### src/rtl/sdram_arb_pkg.sv
// sdram_arb_pkg: shared state encoding and constants for the
// sdram request arbiter (no ports).
package sdram_arb_pkg;

   typedef enum logic [1:0] {
      IDLE,
      ISSUE,
      WAIT,
      DONE
   } arb_state_t;

   // The controller needs one edge to sample and one to drop o_ready.
   localparam int GUARD_MIN = 2;

   localparam logic [7:0] ERR_RDATA = 8'hFF;

endpackage

### src/rtl/sdram_arb_pick.sv
// sdram_arb_pick: combinational two-way request pick.
// Ports: req0/req1 requests, last_grant, -> grant index, valid.
module sdram_arb_pick #(
   parameter int RR = 1
) (
   input  logic req0,
   input  logic req1,
   input  logic last_grant,
   output logic grant,
   output logic valid
);

   always_comb begin
      valid = req0 | req1;
      grant = 1'b0;
      if (req0 && req1) begin
         // Tie: alternate away from the last winner, or fixed port 0.
         grant = (RR != 0) ? ~last_grant : 1'b0;
      end else begin
         grant = req1;
      end
   end

endmodule

### src/rtl/sdram_arbiter.sv
// sdram_arbiter: two-client req/ack front end for the byte-wide sdram
// controller. Ports: clock_100_mhz, reset; p0_*/p1_* client side
// (req/we/addr/wdata in, rdata/ack/err out); sd_* controller side.
module sdram_arbiter
   import sdram_arb_pkg::*;
#(
   parameter int GUARD   = 2,
   parameter int TIMEOUT = 255,
   parameter int RR      = 1
) (
   input  logic        clock_100_mhz,
   input  logic        reset,
   input  logic        p0_req,
   input  logic        p0_we,
   input  logic [25:0] p0_addr,
   input  logic [7:0]  p0_wdata,
   output logic [7:0]  p0_rdata,
   output logic        p0_ack,
   output logic        p0_err,
   input  logic        p1_req,
   input  logic        p1_we,
   input  logic [25:0] p1_addr,
   input  logic [7:0]  p1_wdata,
   output logic [7:0]  p1_rdata,
   output logic        p1_ack,
   output logic        p1_err,
   output logic [25:0] sd_address,
   output logic        sd_we,
   output logic [7:0]  sd_data,
   input  logic [7:0]  sd_rdata,
   input  logic        sd_ready
);

   localparam int GUARD_EFF = (GUARD < GUARD_MIN) ? GUARD_MIN : GUARD;
   localparam int GW = $clog2(GUARD_EFF);
   localparam int TW = $clog2(TIMEOUT + 1);

   arb_state_t    state;
   arb_state_t    state_n;
   logic [GW-1:0] guard;
   logic [TW-1:0] tmo;
   logic          last_grant;
   logic          pick_grant;
   logic          pick_valid;
   logic          grant_now;
   logic          rd_ok;
   logic          timed_out;
   logic          tmo_last;

   sdram_arb_pick #(.RR(RR)) u_pick (
      .req0       (p0_req),
      .req1       (p1_req),
      .last_grant (last_grant),
      .grant      (pick_grant),
      .valid      (pick_valid)
   );

   // tmo counts completed WAIT cycles; the TIMEOUT-th one aborts.
   assign tmo_last = (tmo == TW'(TIMEOUT - 1));

   always_comb begin
      state_n   = state;
      grant_now = 1'b0;
      rd_ok     = 1'b0;
      timed_out = 1'b0;
      case (state)
         IDLE: begin
            // sd_ready gate also covers controller init and ops
            // left in flight by a reset.
            if (sd_ready && pick_valid) begin
               grant_now = 1'b1;
               state_n   = ISSUE;
            end
         end
         ISSUE: begin
            if (guard == '0) state_n = WAIT;
         end
         WAIT: begin
            if (sd_ready) begin
               rd_ok   = 1'b1;
               state_n = DONE;
            end else if (tmo_last) begin
               timed_out = 1'b1;
               state_n   = DONE;
            end
         end
         DONE: state_n = IDLE;
         default: state_n = IDLE;
      endcase
   end

   always_ff @(posedge clock_100_mhz) begin
      if (reset) state <= IDLE;
      else       state <= state_n;
   end

   always_ff @(posedge clock_100_mhz) begin
      if (reset) begin
         sd_address <= '0;
         sd_we      <= 1'b0;
         sd_data    <= '0;
         p0_rdata   <= '0;
         p1_rdata   <= '0;
         p0_ack     <= 1'b0;
         p1_ack     <= 1'b0;
         p0_err     <= 1'b0;
         p1_err     <= 1'b0;
         last_grant <= 1'b1;
         guard      <= '0;
         tmo        <= '0;
      end else begin
         p0_ack <= 1'b0;
         p1_ack <= 1'b0;
         p0_err <= 1'b0;
         p1_err <= 1'b0;
         if (grant_now) begin
            last_grant <= pick_grant;
            sd_address <= pick_grant ? p1_addr : p0_addr;
            sd_we      <= pick_grant ? p1_we : p0_we;
            sd_data    <= pick_grant ? p1_wdata : p0_wdata;
            guard      <= GW'(GUARD_EFF - 1);
         end
         if (state == ISSUE) begin
            tmo <= '0;
            if (guard != '0) guard <= guard - 1'b1;
         end
         if (state == WAIT && tmo != '1) tmo <= tmo + 1'b1;
         // ack is raised on entry to DONE so it is high for DONE only.
         if (rd_ok || timed_out) begin
            if (last_grant) begin
               p1_ack <= 1'b1;
               p1_err <= timed_out;
            end else begin
               p0_ack <= 1'b1;
               p0_err <= timed_out;
            end
         end
         if (rd_ok && !sd_we) begin
            if (last_grant) p1_rdata <= sd_rdata;
            else            p0_rdata <= sd_rdata;
         end
         if (timed_out) begin
            if (last_grant) p1_rdata <= ERR_RDATA;
            else            p0_rdata <= ERR_RDATA;
         end
         // Address/data hold so the controller sees no change in IDLE.
         if (state == DONE) sd_we <= 1'b0;
      end
   end

endmodule

### config.mk
export PLATFORM = sky130hd
export DESIGN_NAME = sdram_arbiter
export DESIGN_NICKNAME = d
export VERILOG_FILES = /design/src/rtl/sdram_arb_pkg.sv /design/src/rtl/sdram_arb_pick.sv /design/src/rtl/sdram_arbiter.sv
export SDC_FILE = /design/constraint.sdc
export NUM_CORES = 1
export LEC_CHECK = 0
export CAP_MARGIN = 40
export CORE_ASPECT_RATIO = 0.9
export CORE_MARGIN = 3
export CORE_UTILIZATION = 40
export DETAILED_ROUTE_END_ITERATION = 10
export PLACE_DENSITY = 0.84
export SYNTH_ARGS = -nofsm -noshare
export SYNTH_HDL_FRONTEND = slang
export SYNTH_SLANG_ARGS = --single-unit
### constraint.sdc
create_clock -name clock_100_mhz -period 3.12 [get_ports clock_100_mhz]
set_clock_uncertainty 0.1 [all_clocks]
set_input_delay 0.624 -clock clock_100_mhz [delete_from_list [all_inputs] [get_ports clock_100_mhz]]
set_output_delay 0.624 -clock clock_100_mhz [all_outputs]
set_load 0.005 [all_outputs]
# --- After elaboration in Yosys (flattened, before gate mapping) ---
# Index checks and enable logic that the tools add are counted.
totals:
  rom_bits: 0
  latch_bits: 0
  register_bits: 67
  mem_count: 0
  input_bits: 83
  ramBits: 0
op_classes:
  n_bitwise: 3
  div: 0
  n_reduce_logical: 13
  multipliers: 0
  eq_ne: 8
  n_mux: 31
  magnitude_cmp: 0
  shift: 0
  n_addsub: 2
op_table:
  columns: ["operator", "n"]
  rows:
  - ["$mux W8", 11]
  - ["$mux W26", 1]
  - ["$mux W1", 14]
  - ["$add A8 B1 Y8 const B", 1]
  - ["$eq A8 B8 Y1 const B", 1]
  - ["$mux W2", 4]
  - ["$ne A8 B8 Y1 const B", 1]
  - ["$pmux W2 S4", 1]
  - ["$reduce_or A3 Y1", 2]
  - ["$eq A2 B2 Y1 const B", 2]
  - ["$logic_and A1 B1 Y1", 4]
  - ["$ne A2 B2 Y1 const B", 2]
  - ["$reduce_or A2 Y1", 2]
  - ["$ne A3 B3 Y1 const B", 1]
  - ["$reduce_and A3 Y1", 1]
  - ["$eq A2 B1 Y1 const B", 1]
  - ["$logic_not A2 Y1", 1]
  - ["$not A1 Y1", 2]
  - ["$reduce_bool A2 Y1", 1]
  - ["$logic_not A1 Y1", 1]
  - ["$logic_or A1 B1 Y1", 1]
  - ["$or A1 B1 Y1", 1]
  - ["$sub A1 B1 Y1 const B", 1]

# --- Longest topological paths before layout ---
depth:
  word_depth: 7
  depth_mapped: 7

# --- Cells and area by module ---
# From an unflattened synthesis, not the netlist that was laid out.
hier_totals:
  cells_unflattened: 325
  hier_area_um2: 3015.4
by_module_without_submodules:
  columns: ["module", "instances", "cells_each", "area_per_inst_um2", "seq_area_each_um2"]
  rows:
  - ["sdram_arbiter", 1, 323, 3001.6, 1341.3]
  - ["sdram_arb_pick", 1, 2, 13.8, 0.0]

# --- Worst setup path after synthesis ---
# No wires, ideal clock.
synth_timing:
  kind: "input port to flip-flop"
  from: "in sd_ready"
  to: "reg (tool-made name)"
  n_path_buf: 1
  required_ps: 2961
  setup_ps: 59
  slack_ps: 1325
  stages: 5
  arrival_time_ps: 1636
  cell_sequence: "nand2b_1 or3_1 buf_6 o21ai_4 o221a_2"
synth_rtl:
  columns: ["element", "line_no", "source"]
  rows:
  - ["start, declared", "sdram_arbiter.sv:31", "input logic sd_ready"]

==> flow_metrics.env <==
export IMPL_avgSynthCellArea_um2=9.88
export IMPL_avgRoutedWirePerCell_um=14.6
export IMPL_antenna_found_initial=0
export IMPL_die_h_um=87.7
export IMPL_drcViolationCount=0
export IMPL_max_slew_worst_pin_slew_ns=0.589
export IMPL_ys_flop_type="dfxtp_1"
export IMPL_fillerInstances=611
export IMPL_fin_crit_ns=2.21
export IMPL_cts_path_max_buffers=2
export IMPL_start_kind="flop"
export IMPL_dp_hpwl_mm=5.66
export IMPL_syn_area_mm2=0.00296
export IMPL_critPathCaptureType="flop"
export IMPL_period_share_pct=71.0
export IMPL_setup_ws_ns=0.906
export IMPL_wl_mm=7.67
export IMPL_status="completed"
export IMPL_min_to="sd_address[16]"
export IMPL_layout_commonest_cell="clkdlybuf4s50_1"
export IMPL_ctsHoldBuffers=0
export IMPL_fin_nets=515
export IMPL_synth_top_area_share_pct=45.3
export IMPL_io_pins=138
export IMPL_grtUsageTotal_pct=18.3
export IMPL_gp_congestion=0.827
export IMPL_slowest_stage="or3_1"
export IMPL_clkLatencyLatePin_ns=0.33
export IMPL_grt_ovfl_total=0
export IMPL_synth_async_reset_ratio_pct=0
export IMPL_max_cap_viol_count=0
export IMPL_cts_root_buf="clkbuf_8"
export IMPL_finalSetupTns_ns=0
export IMPL_synthTopCellsByArea="dfxtp_1 (45%), mux2i_1 (14%), a211oi_1 (9.4%), nor2_1 (5.6%), o221a_2 (4.9%)"
export IMPL_setup_viol=0
export IMPL_ant_nets=0
export IMPL_dr_total_vias=2676
export IMPL_dpl_worst_slack_ns=0.637
export IMPL_power_density_mw_per_mm2=603
export IMPL_fp_coreArea_mm2=0.00711
export IMPL_initial_core_util_pct=41.7
export IMPL_cp_top_family="simple AND/OR/NAND/NOR gates"
export IMPL_cts_buffers=9
export IMPL_dr_pass1_iters=4
export IMPL_grt_pass1_vias=2646
export IMPL_yosysTopAreaCell="dfxtp_1"
export IMPL_relSlewSlack_pct=60.7
export IMPL_final_hold_viol_count=0
export IMPL_path_cells="inv_1 > ha_1 > nand2b_1 > or3_1 > o21ai_4 > o221a_2"
export IMPL_viasPerCell=5.11
export IMPL_ff2ff_path_depth=6
export IMPL_synth_seq_cells=67
export IMPL_grt_first_pass_wirelength_mm=12.8
export IMPL_synth_cells=300
export IMPL_cts_setup_buffers=0
export IMPL_ff2ff_setup_slack_ns=0.91
export IMPL_htree_levels=3
export IMPL_antennaDiodeCount=0
export IMPL_drtIter0Drc=141
export IMPL_min_path_type="reg2reg"
export IMPL_required_ns=3.30
export IMPL_cts_sinks=67
export IMPL_yosysWarningCount=0
export IMPL_fmax_mhz=452
export IMPL_area_growth_pct=54.5
export IMPL_numPortBuffers=137
export IMPL_slew_viol_final=0
export IMPL_path_buf_inv=1
export IMPL_critPathArrivalTime_ns=2.40
export IMPL_cts_tree="done"
export IMPL_drive_gt1_share_pct=9.05
export IMPL_synth_edf_count=0
export IMPL_ctsResizeCount=0
export IMPL_regToRegStartpoint="state[0]"
export IMPL_grt_start_max_net_pins=74
export IMPL_yosysSeqAreaShare_pct=45.3
export IMPL_rsz0062_at_grt="false"
export IMPL_power_leakage_nw=1.69
export IMPL_critPathMaxFanout=13
export IMPL_rows=29
export IMPL_dieArea_mm2=0.00848
export IMPL_ys_types=39
export IMPL_holdPathStages=2
export IMPL_final_cell_mix="clkdlybuf4s50_1 (136), dfxtp_1 (67), nor2_1 (43)"
export IMPL_critPathKind="reg2reg"
export IMPL_critPathMaxStageDelay_ns=0.55
export IMPL_die_w_um=96.7
export IMPL_synth_nets=389
export IMPL_hold_start="sd_address[16]"
export IMPL_peakVddDrop_mv=0.280
export IMPL_clk_pin_slew_ns=0.08
worst register-to-register path, cell delays in order (launching register included):
cell and delay [ns]:
dfxtp_1 0.33, inv_1 0.11, ha_1 0.42, nand2b_1 0.13, or3_1 0.56, o21ai_4 0.27, o221a_2 0.24
power by group:
| group | switching, mW | internal, mW |
|---|---|---|
| registers | 0.106 | 1.02 |
| logic | 0.430 | 0.535 |
| clock network | 0.338 | 0.333 |
| total | 0.875 | 1.89 |
synth_stat cells, types with 2 or more instances:
library cell	instances
a211oi_1	37
a21oi_1	5
a32oi_1	2
buf_1	2
buf_2	4
buf_4	3
clkbuf_1	13
clkbuf_2	2
dfxtp_1	67
ha_1	6
inv_1	9
mux2i_1	41
nand2_1	8
nand2b_1	3
nand3_1	7
nor2_1	44
o2111ai_1	2
o211ai_1	2
o21ai_0	6
o21ai_4	2
o221a_2	13
o31ai_1	2
or3_1	3
xnor2_1	2
metrics by stage:
step                      hold WS [ns]  instance area (um2)  instances  util [%]  power [mW]
final                            0.399                 4580        524      64.4        2.76
after global routing             0.425                 4580        524      64.4        2.94
after CTS                        0.401                 4580        524      64.4        2.79
after detailed placement         0.391                 4390        508      61.8        2.11
after global placement           0.386                 4390        508      61.8        2.08
after floorplan                  0.371                 2960        300         -        1.61
routing by layer:
| metal | GRT usage [%] | up-vias | routed length [um] | part of all wire [%] |
|---|---|---|---|---|
| met5 | 0 | - | 0 | 0 |
| met2 | 31.0 | 105 | 3640 | 48 |
| li1 | - | 1357 | - | - |
| met1 | 22.2 | 1206 | 3350 | 44 |
| met4 | 5.74 | 0 | 89 | 1.2 |
| met3 | 6.13 | 8 | 584 | 7.6 |
area by class of cell:
cell class              count  area [um2]  area share, %
clock buffers              11         151           3.31
repair buffers            140        1410           30.9
inverters                   9        33.8          0.738
flip-flops and latches     67        1340           29.3
well taps                  93         116           2.54
clock inverters             5        36.3          0.792
multi-input cells         199        1490           32.5
worst max path at each step:
stage                     cells past startpoint     start     endpoint  slack [ns]
after floorplan                               5  sd_ready         flop        1.33
after global placement                        5  sd_ready         flop        0.69
after detailed placement                      5  sd_ready         flop        0.64
after CTS                                     6  state[0]         flop        0.93
after global routing                          6  state[0]  p1_rdata[6]        0.69
final                                         6  state[0]         flop        0.91
cells by family (layout without fill, tap and decap cells):
| family | Yosys count | in the layout | share of synthesized area [%] |
|---|---|---|---|
| compound gates | 77 | 77 | 21.1 |
| simple gates | 71 | 71 | 10.8 |
| flops | 67 | 67 | 45.3 |
| mux | 42 | 42 | 14.2 |
| buf+inv | 34 | 165 | 5.19 |
| fa+ha+maj | 6 | 6 | 2.53 |
| xor+xnor | 3 | 3 | 0.887 |
Power figures use the tool's default switching activity.
